==> src/rtl/bist_ctrl_if.sv <==
// bist_ctrl_if: BIST sequencer handshake and signature bundle.
//   Parameter SIG_W: signature width.
//   start, abort   run request / cancel, from the requester
//   sig_in         signature from the compactor (SISR)
//   seed_ld        one-cycle seed load for LFSR, clear for SISR
//   run_en         shift enable for LFSR and SISR
//   busy, done     run in progress / result valid (held)
//   pass           captured signature matched the golden value
//   sig_cap        captured signature, only when BIST_SIG_OUT_EN is defined
//   modport slave is the controller side, modport master the requester side.
interface bist_ctrl_if #(parameter int SIG_W = 4);
   logic start;
   logic abort;
   logic [SIG_W-1:0] sig_in;
   logic seed_ld;
   logic run_en;
   logic busy;
   logic done;
   logic pass;
`ifdef BIST_SIG_OUT_EN
   logic [SIG_W-1:0] sig_cap;
   modport slave (input start, abort, sig_in, output seed_ld, run_en, busy, done, pass, sig_cap);
   modport master (output start, abort, sig_in, input seed_ld, run_en, busy, done, pass, sig_cap);
`else
   modport slave (input start, abort, sig_in, output seed_ld, run_en, busy, done, pass);
   modport master (output start, abort, sig_in, input seed_ld, run_en, busy, done, pass);
`endif
endinterface

==> src/rtl/bist_ctrl.sv <==
// bist_ctrl: BIST sequencer - seeds LFSR/SISR, runs N_PAT patterns, settles, checks signature.
//   clk    system clock, rising edge
//   rst_b  asynchronous reset, active low
//   bus    bist_ctrl_if.slave: start/abort/sig_in in; seed_ld/run_en/busy/done/pass out
//   Optional macro BIST_SIG_OUT_EN adds the registered sig_cap output.
//   All outputs are registered from the next state, so none depends combinationally on inputs.
module bist_ctrl #(
   parameter int N_PAT = 31,
   parameter int CNT_W = 5,
   parameter int SIG_W = 4,
   parameter logic [SIG_W-1:0] GOLDEN = 4'hA
) (
   input logic clk,
   input logic rst_b,
   bist_ctrl_if.slave bus
);
   localparam logic [2:0] IDLE = 3'd0;
   localparam logic [2:0] SEED = 3'd1;
   localparam logic [2:0] RUN = 3'd2;
   localparam logic [2:0] SETTLE = 3'd3;
   localparam logic [2:0] DONE = 3'd4;
   logic [2:0] state, state_nx;
   logic [CNT_W-1:0] cnt;
   logic seed_ld, run_en, busy, done, pass;
   logic in_run, last;
   assign in_run = (state == SEED) || (state == RUN) || (state == SETTLE);
   assign last = cnt == CNT_W'(N_PAT - 1);
   // abort outranks every transition; start is only heard in IDLE/DONE
   always_comb begin
      state_nx = (in_run && bus.abort) ? IDLE :
                 (state == IDLE || state == DONE) ? (bus.start ? SEED : state) :
                 (state == SEED) ? RUN :
                 (state == RUN) ? (last ? SETTLE : RUN) :
                 (state == SETTLE) ? DONE : IDLE;
   end
   always_ff @(posedge clk or negedge rst_b) begin
      if (!rst_b) begin
         state <= IDLE;
         cnt <= '0;
         seed_ld <= 1'b0;
         run_en <= 1'b0;
         busy <= 1'b0;
         done <= 1'b0;
         pass <= 1'b0;
      end else begin
         state <= state_nx;
         cnt <= (state == RUN) ? cnt + 1'b1 : '0;
         seed_ld <= state_nx == SEED;
         run_en <= state_nx == RUN;
         busy <= (state_nx == SEED) || (state_nx == RUN) || (state_nx == SETTLE);
         done <= state_nx == DONE;
         // capture on SETTLE->DONE, hold in DONE, clear on restart/abort
         pass <= (state_nx != DONE) ? 1'b0 : (state == SETTLE) ? (bus.sig_in == GOLDEN) : pass;
      end
   end
   assign bus.seed_ld = seed_ld;
   assign bus.run_en = run_en;
   assign bus.busy = busy;
   assign bus.done = done;
   assign bus.pass = pass;
`ifdef BIST_SIG_OUT_EN
   logic [SIG_W-1:0] sig_cap;
   always_ff @(posedge clk or negedge rst_b) begin
      if (!rst_b) sig_cap <= '0;
      else sig_cap <= (state_nx != DONE) ? '0 : (state == SETTLE) ? bus.sig_in : sig_cap;
   end
   assign bus.sig_cap = sig_cap;
`endif
endmodule

==> src/flat_wrapper.sv <==
// flat-port wrapper written by rule: the top's interface ports become plain ports
module bist_ctrl_flat 
#(
   parameter int N_PAT = 31,
   parameter int CNT_W = 5,
   parameter int SIG_W = 4,
   parameter logic [SIG_W-1:0] GOLDEN = 4'hA
)
  (clk, rst_b, bus_start, bus_abort, bus_sig_in, bus_seed_ld, bus_run_en, bus_busy, bus_done, bus_pass);
  bist_ctrl_if #(.SIG_W(SIG_W)) bus_i ();
  input logic clk;
  input logic rst_b;
  input wire logic [$bits(bus_i.start)-1:0] bus_start;
  input wire logic [$bits(bus_i.abort)-1:0] bus_abort;
  input wire logic [$bits(bus_i.sig_in)-1:0] bus_sig_in;
  output wire logic [$bits(bus_i.seed_ld)-1:0] bus_seed_ld;
  output wire logic [$bits(bus_i.run_en)-1:0] bus_run_en;
  output wire logic [$bits(bus_i.busy)-1:0] bus_busy;
  output wire logic [$bits(bus_i.done)-1:0] bus_done;
  output wire logic [$bits(bus_i.pass)-1:0] bus_pass;
  assign bus_i.start = bus_start;
  assign bus_i.abort = bus_abort;
  assign bus_i.sig_in = bus_sig_in;
  assign bus_seed_ld = bus_i.seed_ld;
  assign bus_run_en = bus_i.run_en;
  assign bus_busy = bus_i.busy;
  assign bus_done = bus_i.done;
  assign bus_pass = bus_i.pass;
  bist_ctrl #(.N_PAT(N_PAT), .CNT_W(CNT_W), .SIG_W(SIG_W), .GOLDEN(GOLDEN)) u_core (.clk(clk), .rst_b(rst_b), .bus(bus_i));
endmodule
==> config.mk <==
export PLATFORM = sky130hd
export DESIGN_NAME = bist_ctrl_flat
export DESIGN_NICKNAME = d
export VERILOG_FILES = /design/src/rtl/bist_ctrl_if.sv /design/src/rtl/bist_ctrl.sv /design/src/flat_wrapper.sv
export SDC_FILE = /design/constraint.sdc
export NUM_CORES = 1
export LEC_CHECK = 0
export CORE_AREA = 2 2 39 41
export CTS_CLUSTER_DIAMETER = 80
export CTS_CLUSTER_SIZE = 28
export DETAILED_ROUTE_END_ITERATION = 8
export DIE_AREA = 0 0 41 43
export PLACE_DENSITY = 0.74
export SYNTH_ARGS = -nofsm -noshare
export SYNTH_HDL_FRONTEND = slang
export SYNTH_SLANG_ARGS = --single-unit
==> constraint.sdc <==
create_clock -name clk -period 2.9 [get_ports clk]
set_clock_uncertainty 0.05 [all_clocks]
set_input_delay 0.29 -clock clk [delete_from_list [all_inputs] [get_ports clk]]
set_output_delay 0.29 -clock clk [all_outputs]
set_load 0.01 [all_outputs]
==> results of run 1 <==
-- state kept, by name, indices dropped and copies added, names as in the netlist --
name and flops:
u_core.bus.pass 1, u_core.bus.run_en 1, u_core.state 3, u_core.bus.busy 1
u_core.bus.done 1, u_core.bus.seed_ld 1, u_core.cnt 5
-- report_power, final --
part	switching, W	internal [W]
registers	0.00000977	0.000193
clock network	0.0000643	0.0000536
logic	0.0000245	0.0000312
-- placed cells by master, fill, tap and decap left out, types with 3 or more instances in the layout --
cell type	instances
dfrtp_1	13
clkdlybuf4s50_1	12
nor2_1	7
nand2b_1	3
clkbuf_4	3
-- synth_stat cells (all sizes together) --
cell type / count
inv: 2
a21oi: 2
mux2i: 1
nand4bb: 1
nand4: 1
nor2: 7
a21boi: 1
or3: 1
o31ai: 1
dfrtp: 13
ha: 2
nand2b: 3
xor2: 2
or4b: 1
clkbuf: 1
xnor2: 1
nand3: 2
or2: 2
o21ai: 3
o22ai: 1
nand2: 2
-- routing by layer --
metal	wire length [µm]	vias up
met4	40	0
met5	0	-
li1	-	199
met2	519	9
met1	434	183
met3	35	5
-- path summary, 6_finish.rpt --
| check | endpoint | cells after the start |
|---|---|---|
| max in group asynchronous | u_core.state[1]$_DFF_PN0_ | 1 |
| min in group clk | u_core.cnt[0]$_DFF_PN0_ | 1 |
| setup reg to reg | u_core.bus.pass$_DFFE_PN0P_ | 3 |
| hold / removal | u_core.bus.done$_DFF_PN0_ | 1 |
| setup / recovery | bus_pass | 1 |
| hold reg to reg | u_core.cnt[0]$_DFF_PN0_ | 1 |
-- cell type report --
cell class,count,area [µm²],area share
flip-flops and latches,13,325,0.450
multi-input cells,34,224,0.310
well taps,16,20.0,0.0277
repair buffers,12,120,0.166
clock buffers,4,26.3,0.0363
inverters,2,7.51,0.0104
-- logic make-up (layout without fill, tap and decap cells) --
family,count (synthesis),in the layout
compound gates,8,8
simple gates,20,20
fa+ha+maj,2,2
flops,13,13
xor+xnor,3,3
buf+inv,3,18
mux,1,1
-- stage by stage --
step | total power, W | area, µm² | setup slack [ps]
CTS | 0.000380 | 723 | 1370
global placement | 0.000262 | 697 | 1310
detailed placement | 0.000263 | 697 | 1260
finish | 0.000377 | 723 | 1370
global route | 0.000396 | 723 | 1340
floorplan | 0.000232 | 561 | 1620
==> results.ini, run 1 <==
[synth]
yosys.area_share.simple=0.201
synth-seq-area-share=0.580
ys_ff_latch=13
syn_avg_cell_area_um2=11.2
synth_compound_area_frac=0.0893
synth.net_count=60
syn-instance-count=50
yosysWarningCount=0
synth-xor-area-share=0.0469
synth_area_um2=561
synth_top_family_by_area=simple AND/OR/NAND/NOR gates
ys_types=22
muxShareOfSynthArea=0.0179
synth_area_leaders=dfrtp_1, nor2_1, ha_1, nand2b_1, xor2_1
yosys.area_share.adder=0.0446
synth_top_cell_by_area=dfrtp_1
netlist.area_leader.share=0.580

[drt]
drt-initial-drc-count=3
wirelength_mm=1.03
firstDrtPassIters=2
wl_per_cell_um=12.7
route.detailed.drc=0
viasPerCell=4.89
ant_nets=0
vias=396

[floorplan]
ios=13
die_w_um=41
row_count=14
core_um2=1380
design.die.area_um2=1760
initial_core_util=0.405
die_height_um=43

[cts]
clkLatencyLatePin_ps=290
cts.root.buffer_cell=clkbuf_4
hold_buffers=0
ctsResizeCount=0
cts.clk_slew.worst_paths_ps=80
postCtsSetupRepairBufs=0
cts_max_path_buffers=2
clock-sinks=13
cts_max_level=1
cts_tree=yes
cts_buffers=3

[placed_design]
placedCellCount=77
portBuffers=12
hpwl_um=743
gp_congestion=0.724

[worst_setup_path]
worstPathArrival_ps=1190
crit_slowest_cell=clkdlybuf4s50_1
critPathBufInv=1
cp.required_ps=2560
slowest_delay_ps=540
cp_cell_sequence=clkdlybuf4s50_1
cp_top_family=buffers and inverters
r2r_slack_ps=1520
worstSetupStartpointType=register
path_max_fanout=2
worstReg2RegStart=u_core.state[0]$_DFF_PN0_
cp-end-kind=output port
timing.critical_path.from=u_core.bus.pass$_DFFE_PN0P_
critPathKind=register to output port

[status]
status=completed

[final_layout]
fill_cells=138
fin_util=0.523
finalNonFillerCells=81
finalNetCount=76
drive_gt1_frac=0.108
area_growth_pct=29.0
n_antenna_cell=0

[pwr]
p_leak_nw=0.315
vdd_drop_max_uv=205
p_per_area_nw_per_um2=521

[sta]
worst_pin_slew_ps=595
clock.fmax_mhz=655
timing.final.crit_share=0.526
setup_tns_ps=0
rsz0062_at_grt=false
setup_viol=0
report.final.slew_viol_count=0
finalHoldViolCount=0
slew_headroom=0.602
fin_hold_ws_ps=324
period_needed_ps=1530

[flow_run]
cap_violations=0

[grt]
grt_usage=0.158
met1_usage=0.158
grtUsageMet2=0.244
grt-ovfl-total=0
grt_max_degree=14
grt_pass1_vias=408
grt-busiest-layer=met2
met3_usage=0.0471
antenna_found_initial=0
grt_pass1_wl_mm=1.73

[hold_path]
hold_class=primary input to asynchronous set/reset pin

Note: power is estimated with default switching activity, not from simulation.
==> run 2: changes to the inputs <==
--- a/config.mk
+++ b/config.mk
@@ -5,12 +5,12 @@
 export SDC_FILE = /design/constraint.sdc
 export NUM_CORES = 1
 export LEC_CHECK = 0
-export CORE_AREA = 2 2 39 41
+export CORE_MARGIN = 2
+export CORE_UTILIZATION = 41
 export CTS_CLUSTER_DIAMETER = 80
 export CTS_CLUSTER_SIZE = 28
 export DETAILED_ROUTE_END_ITERATION = 8
-export DIE_AREA = 0 0 41 43
-export PLACE_DENSITY = 0.74
+export PLACE_DENSITY = 0.75
 export SYNTH_ARGS = -nofsm -noshare
 export SYNTH_HDL_FRONTEND = slang
 export SYNTH_SLANG_ARGS = --single-unit
==> constraint.sdc (replaced) <==
create_clock -name clk -period 1.4 [get_ports clk]
set_clock_uncertainty 0.05 [all_clocks]
set_input_delay 0.14 -clock clk [delete_from_list [all_inputs] [get_ports clk]]
set_output_delay 0.14 -clock clk [all_outputs]
set_load 0.01 [all_outputs]
==> run 2 against run 1 <==
Critical path depth unchanged. Hold slack worse by 210 ps. Die area down 4.8%. Power up 110%. Via count up 6.1%. Clock power up 91%. Global-route usage down 0.79 points. Flip-flop and latch count unchanged. Count of clock-buffer cells in the layout unchanged. Register-to-register slack worse by 1400 ps. Critical path type unchanged. Largest power group unchanged.
==> results.ini, run 2 (synthesis gave the netlist of run 1 again) <==
[status]
status=completed

[worst_setup_path]
r2r-end=u_core.bus.pass$_DFFE_PN0P_
critPathKind=register to output port
cp_cell_sequence=clkdlybuf4s50_1
worstPathArrival_ps=1150
reg2reg_depth=3
cp.required_ps=1210
worstSetupStartpointType=register
path_max_fanout=2
cp-end-kind=output port
worstReg2RegStart=u_core.state[0]$_DFF_PN0_
cp_top_family=buffers and inverters
crit_slowest_cell=clkdlybuf4s50_1
slowest_delay_ps=530
critPathBufInv=1
r2r_slack_ps=90

[grt]
antenna_found_initial=0
grt_max_degree=14
grt-ovfl-total=0
grt_usage=0.150
grt_pass1_wl_mm=1.58
grt_pass1_vias=377

[final_layout]
regMostFlops=u_core.cnt
final_cell_area_um2=764
finalNetCount=81
n_antenna_cell=0
largest_reg_flops=5
final_cell_mix=clkdlybuf4s50_1, dfrtp_1, nor2_1
fill_cells=115
fin_util=0.595
finalNonFillerCells=85
drive_gt1_frac=0.200
reg_top3=u_core.cnt: 5 flops, u_core.state: 3 flops
area_growth_pct=36.4

[placed_design]
hpwl_um=694
portBuffers=12
placedCellCount=79
placed_area_um2=718
gp_congestion=0.774

[sta]
report.final.slew_viol_count=0
clock.fmax_mhz=748
slew_headroom=0.858
timing.final.crit_share=0.955
rsz0062_at_grt=false
finalHoldViolCount=0
setup_tns_ps=0
period_needed_ps=1340
worst_pin_slew_ps=210
setup_viol=0

[pwr]
internal_power_w=0.000592
combPwrFrac=0.181
p_clk_frac=0.288
p_sw_w=0.000189
switching_share=0.242
vdd_drop_max_uv=645
power_w=0.000781
p_per_area_nw_per_um2=1020
seqPwrFrac=0.531
p_leak_nw=0.339

[cts]
cts.clk_slew.worst_paths_ps=80
clock-sinks=13
cts_tree=yes
cts_max_path_buffers=2
cts_max_level=1
cts_buffers=3
cts.root.buffer_cell=clkbuf_4
clkLatencyLatePin_ps=270

[floorplan]
row_count=13
core_um2=1280
ios=13
design.die.area_um2=1680
initial_core_util=0.436
die_w_um=41.0
die_height_um=41.0

[drt]
ant_nets=0
viasPerCell=4.94
vias=420
firstDrtPassIters=4
route.detailed.drc=0
wirelength_um=918
drt-initial-drc-count=5
wl_per_cell_um=10.8

[flow_run]
cap_violations=0

[hold_path]
hold_class=primary input to asynchronous set/reset pin

run 2: changes by cell type in the layout (fill, tap and decap cells not counted):
cell,change
buf_4,+5
a21boi_2,+1
dfrtp_1,-1
a21boi_1,-1
dfrtp_2,+1
run 2: what timing repair did:
item	4_1_cts	5_1_grt
gates resized for setup	0	2
endpoints found under the setup margin	0	1
buffers inserted	0	2
hold buffers	0	0
run 2: final cells by class:
cell class              count  area, µm²  share of cell area
flip-flops and latches     13        327               0.427
multi-input cells          34        228               0.298
repair buffers             17        158               0.206
clock buffers               4       26.3              0.0344
well taps                  15       18.8              0.0245
inverters                   2       7.51             0.00982
run 2: layer usage:
layer | global-route usage | vias to the layer above | routed length (µm)
li1 | - | 212 | -
met1 | 0.168 | 196 | 438
met2 | 0.238 | 10 | 436
met3 | 0.0326 | 2 | 23
met4 | 0.125 | 0 | 19
met5 | 0 | - | 0
run 2: power groups by stage:
| stage | Combinational [W] | Clock (W) | Sequential, W |
|---|---|---|---|
| after floorplan | 0.0000478 | 0 | 0.000432 |
| after global placement | 0.000127 | 0 | 0.000424 |
| after detailed placement | 0.000129 | 0 | 0.000424 |
| after CTS | 0.000129 | 0.000237 | 0.000417 |
| after global routing | 0.000158 | 0.000255 | 0.000418 |
| final | 0.000142 | 0.000225 | 0.000415 |
run 2: metrics by stage:
step                      setup WS, ps  hold slack (ps)
after floorplan                    123             -206
after global placement           -9.92              405
after detailed placement         -51.0              408
after CTS                         22.4              110
after global routing              4.28              144
final                             62.7              112
run 2: how the worst max path moves through the flow:
stage / from / end / slack [ps] / depth (start not counted)
finish: u_core.bus.pass$_DFFE_PN0P_ / bus_pass / 60 / 1
global route: u_core.bus.pass$_DFFE_PN0P_ / bus_pass / 4 / 1
CTS: u_core.state[0]$_DFF_PN0_ / u_core.bus.pass$_DFFE_PN0P_ / 20 / 3
detailed placement: bus_start / u_core.bus.pass$_DFFE_PN0P_ / -50 / 4
global placement: bus_start / u_core.bus.pass$_DFFE_PN0P_ / -10 / 4
floorplan: u_core.state[0]$_DFF_PN0_ / u_core.bus.pass$_DFFE_PN0P_ / 120 / 3
==> RTL change 1, RTL diff (flow settings as in run 2) <==
`CNT_W` is set to 5 in 2 places; all go to 10.
--- a/src/rtl/bist_ctrl.sv
+++ b/src/rtl/bist_ctrl.sv
@@ -7,5 +7,5 @@
 module bist_ctrl #(
    parameter int N_PAT = 31,
-   parameter int CNT_W = 5,
+   parameter int CNT_W = 10,
    parameter int SIG_W = 4,
    parameter logic [SIG_W-1:0] GOLDEN = 4'hA
--- a/src/flat_wrapper.sv
+++ b/src/flat_wrapper.sv
@@ -3,5 +3,5 @@
 #(
    parameter int N_PAT = 31,
-   parameter int CNT_W = 5,
+   parameter int CNT_W = 10,
    parameter int SIG_W = 4,
    parameter logic [SIG_W-1:0] GOLDEN = 4'hA
Behaviour: same outputs for any inputs over 10 cycles, from zero or initial values and one cycle with rst_b low; that may be too few to reach the edited logic, so the function may still have changed.
==> RTL change 1 against run 2 <==
Total power is 47% higher; via count is 65% higher; combinational power is 62% higher; final area is 43% higher; synthesized area is 48% higher; setup slack worse by 0.053 ns; synthesized cell count is 56% higher; sequential cell count is 5 higher; wire length is 81% higher.
==> RTL change 1: results <==
[outcome]
outcome = "completed"

[power]
pg_seq_mw = 0.605
p_switching_mw = 0.2990
cellLeakagePower_nw = 0.5085
total_power_mw = 1.149
p_clk_mw = 0.314
power-top-group = "sequential cells"
peakVddDrop_v = 0.0009501

[timing]
timing.slew.headroom_pct = 74.56
setup_viol = 0
whs_ns = 0.1190

[synth]
ys_warn_count = 0
yosys-top-cells-area = "dfrtp_1 (54%), ha_1 (3.0%), inv_1 (2.7%)"
async_reset_ff_share_pct = 100.0
ys_types = 30
synth_commonest_cells = "dfrtp_1 (18), inv_1 (6), nor2_1 (6)"
seq_area_frac_synth_pct = 54.22
avgSynthCellArea_sq_um = 10.65
synth_fp_nets = 88

[place]
dp_hpwl_microns = 1169
place_congestion = 0.7388
place_ws_ns = -0.002544
dpl-instance-area_sq_um = 1026
dpl.cell_count = 122
port_buffers = 12

[clock_tree]
htreeDepth = 1
cts_buffer_depth = 2
root_buffer = "clkbuf_4"
clock_latency_ns = 0.29
numCtsBuffers = 3
clkSlewWorstSetupHoldPaths_ns = 0.10

[cells_and_area]
diodes = 0
top_regs = "u_core.cnt (10), u_core.state (3)"
drive_above_1_share_pct = 19.80
final_nets = 112
fill_cells = 183

[critical_path]
r2r_start = "u_core.cnt[0]$_DFF_PN0_"
rr_endpoint = "u_core.cnt[8]$_DFF_PN0_"
ff2ff_setup_slack_ns = 0.009
rr_worst_depth = 4
critPathMaxFanout = 4
arrival_ns = 1.56

[drt]
first_pass_iters = 4
vias = 692
wl_microns = 1662
drt-initial-drc-count = 9
viasPerCell = 5.406

[global_route]
antenna_found_initial = 0
grt_max_degree = 19
grt_usage_pct = 16.03
grt_pass1_vias = 681
grt_pass1_wl_microns = 2918

[hold_path]
hold_path_class = "input pin to asynchronous set/reset pin"
RTL change 1: logic make-up after synthesis:
group | Yosys count | share of synthesized area, %
and+or+nand+nor | 32 | 22.74
AOI/OAI and AO/OA | 15 | 12.65
xor gates and xnor gates | 4 | 4.218
DFF | 18 | 54.22
buffers and inverters | 7 | 3.162
adders and majority gates | 2 | 3.012
RTL change 1: worst max path at each step:
stage	from	endpoint	slack [ns]
final	u_core.cnt[0]$_DFF_PN0_	u_core.cnt[8]$_DFF_PN0_	0.009
after global routing	u_core.cnt[1]$_DFF_PN0_	u_core.cnt[8]$_DFF_PN0_	-0.1
after CTS	u_core.bus.pass$_DFFE_PN0P_	bus_pass	0.002
after detailed placement	bus_abort	u_core.state[0]$_DFF_PN0_	-0.003
after global placement	bus_abort	u_core.state[0]$_DFF_PN0_	0.03
after floorplan	u_core.state[0]$_DFF_PN0_	u_core.cnt[5]$_DFF_PN0_	0.12
RTL change 1: cell type report:
type	instances	area [sq um]	area share, %
repair buffers	20	187.7	17.12
inverters	6	22.52	2.055
multi-input cells	53	365.4	33.33
well taps	27	33.78	3.082
clock buffers	4	36.28	3.311
flip-flops and latches	18	450.4	41.10
RTL change 1: per-layer routing:
metal	up-vias	part of all wire [%]	track usage [%]
met5	-	0	0
met4	0	1.4	4.762
met3	4	8.5	8.282
met2	24	51	27.85
met1	336	39	16.80
li1	328	-	-
RTL change 1: worst max-delay path, cell delays in order, from the launching register on:
cell and delay [ns]:
dfrtp_1 0.41, ha_2 0.20, nand4_1 0.13, or3_1 0.37
a21oi_2 0.16
RTL change 1: repair_timing:
action,CTS,global route
endpoints found under the setup margin,1,7
setup buffers,1,1
resized for setup,0,6
pin swaps,0,1
==> RTL change 2, RTL diff (settings of run 2) <==
Without the edit above. `GOLDEN` is set to 4'hA in 2 places; all go to 4'h7.
--- a/src/rtl/bist_ctrl.sv
+++ b/src/rtl/bist_ctrl.sv
@@ -9,5 +9,5 @@
    parameter int CNT_W = 5,
    parameter int SIG_W = 4,
-   parameter logic [SIG_W-1:0] GOLDEN = 4'hA
+   parameter logic [SIG_W-1:0] GOLDEN = 4'h7
 ) (
    input logic clk,
--- a/src/flat_wrapper.sv
+++ b/src/flat_wrapper.sv
@@ -5,5 +5,5 @@
    parameter int CNT_W = 5,
    parameter int SIG_W = 4,
-   parameter logic [SIG_W-1:0] GOLDEN = 4'hA
+   parameter logic [SIG_W-1:0] GOLDEN = 4'h7
 )
   (clk, rst_b, bus_start, bus_abort, bus_sig_in, bus_seed_ld, bus_run_en, bus_busy, bus_done, bus_pass);
Formal check against the unedited RTL: same outputs for any inputs over 10 cycles, from zero or initial values and one cycle with rst_b low; that may be too few to reach the edited logic, so the function may still have changed.
==> RTL change 2 against run 2 <==
Highest routed layer unchanged; setup slack got worse by 0.0092 ns; sequential cell count did not move; final area fell by 2.0%; total power fell by 0.24%; largest cell class unchanged; wire length rose by 8.9%; sequential power barely moved; synthesized area fell by 0.45%; critical endpoint unchanged; synthesized cell count did not move; sequential share of layout area rose by 0.69 points; core utilization fell by 1.2 points.
==> RTL change 2: results <==
[outcome]
outcome = "completed"

[power]
peakVddDrop_v = 0.0005146
cellLeakagePower_nw = 0.3337

[cells_and_area]
fill_cells = 116
drive_above_1_share_pct = 14.49
regArea_sq_um = 325.3
final_cells = 84

[synth]
yosys-top-cells-area = "dfrtp_1 (58%), nor2_1 (4.7%), ha_1 (4.5%)"
synth_xor_area_share_pct = 4.709
synth_fp_nets = 60
muxShareOfSynthArea_pct = 1.794
seq_area_frac_synth_pct = 58.30
avgSynthCellArea_sq_um = 11.16
yosys.area_share.adder_pct = 4.484
synth_compound_area_share_pct = 8.969

[timing]
worst_slack_ns = 0.05351
timing.slew.headroom_pct = 86.69

[place]
dpl-instance-area_sq_um = 723.2
dpl.cell_count = 80
place_congestion = 0.7738
place_ws_ns = -0.03581
dp_hpwl_microns = 796.6

[drt]
drt-initial-drc-count = 4
vias = 401

[global_route]
grt_pass1_wl_microns = 1662
grt_pass1_vias = 414
antenna_found_initial = 0
-- RTL change 2: worst paths after layout --
check | start | to | slack (ns) | cells after the start
max | u_core.bus.pass$_DFFE_PN0P_ | bus_pass | 0.05 | 1
min | rst_b | u_core.cnt[3]$_DFF_PN0_ | 0.11 | 2
max reg2reg | u_core.state[0]$_DFF_PN0_ | u_core.bus.pass$_DFFE_PN0P_ | 0.08 | 3
min reg2reg | u_core.cnt[0]$_DFF_PN0_ | u_core.cnt[0]$_DFF_PN0_ | 0.44 | 1
max in group asynchronous | rst_b | u_core.cnt[2]$_DFF_PN0_ | 1.03 | 2
min in group clk | u_core.cnt[0]$_DFF_PN0_ | u_core.cnt[0]$_DFF_PN0_ | 0.44 | 1
-- RTL change 2: area by class of cell --
cell class                 count  area share [%]
tap                           15           2.504
multi-input combinational     34           29.55
sequential                    13           43.41
inverter                       2           1.002
timing repair buffer          16           20.03
clock buffer                   4           3.506
-- RTL change 2: logic make-up (layout without fill, tap and decap cells) --
kind of cell / Yosys count / after routing
AOI/OAI and AO/OA: 8 / 8
xor gates and xnor gates: 3 / 3
adders and majority gates: 2 / 2
buffers and inverters: 3 / 22
DFF: 13 / 13
muxes: 1 / 1
and+or+nand+nor: 20 / 20
-- RTL change 2: power breakdown --
group | switching (mW) | internal [mW] | leakage (nW)
clock | 0.116 | 0.110 | 0.0150
combinational | 0.0619 | 0.0757 | 0.144
sequential | 0.0147 | 0.401 | 0.175
-- RTL change 2: routing by layer --
metal	wire, microns	global-route usage, %	share of wire, %	up-vias
li1	-	-	-	208
met3	20	4.891	2.0	2
met1	467	17.63	47	184
met5	0	0	0	-
met4	21	10.00	2.1	0
met2	491	27.73	49	7
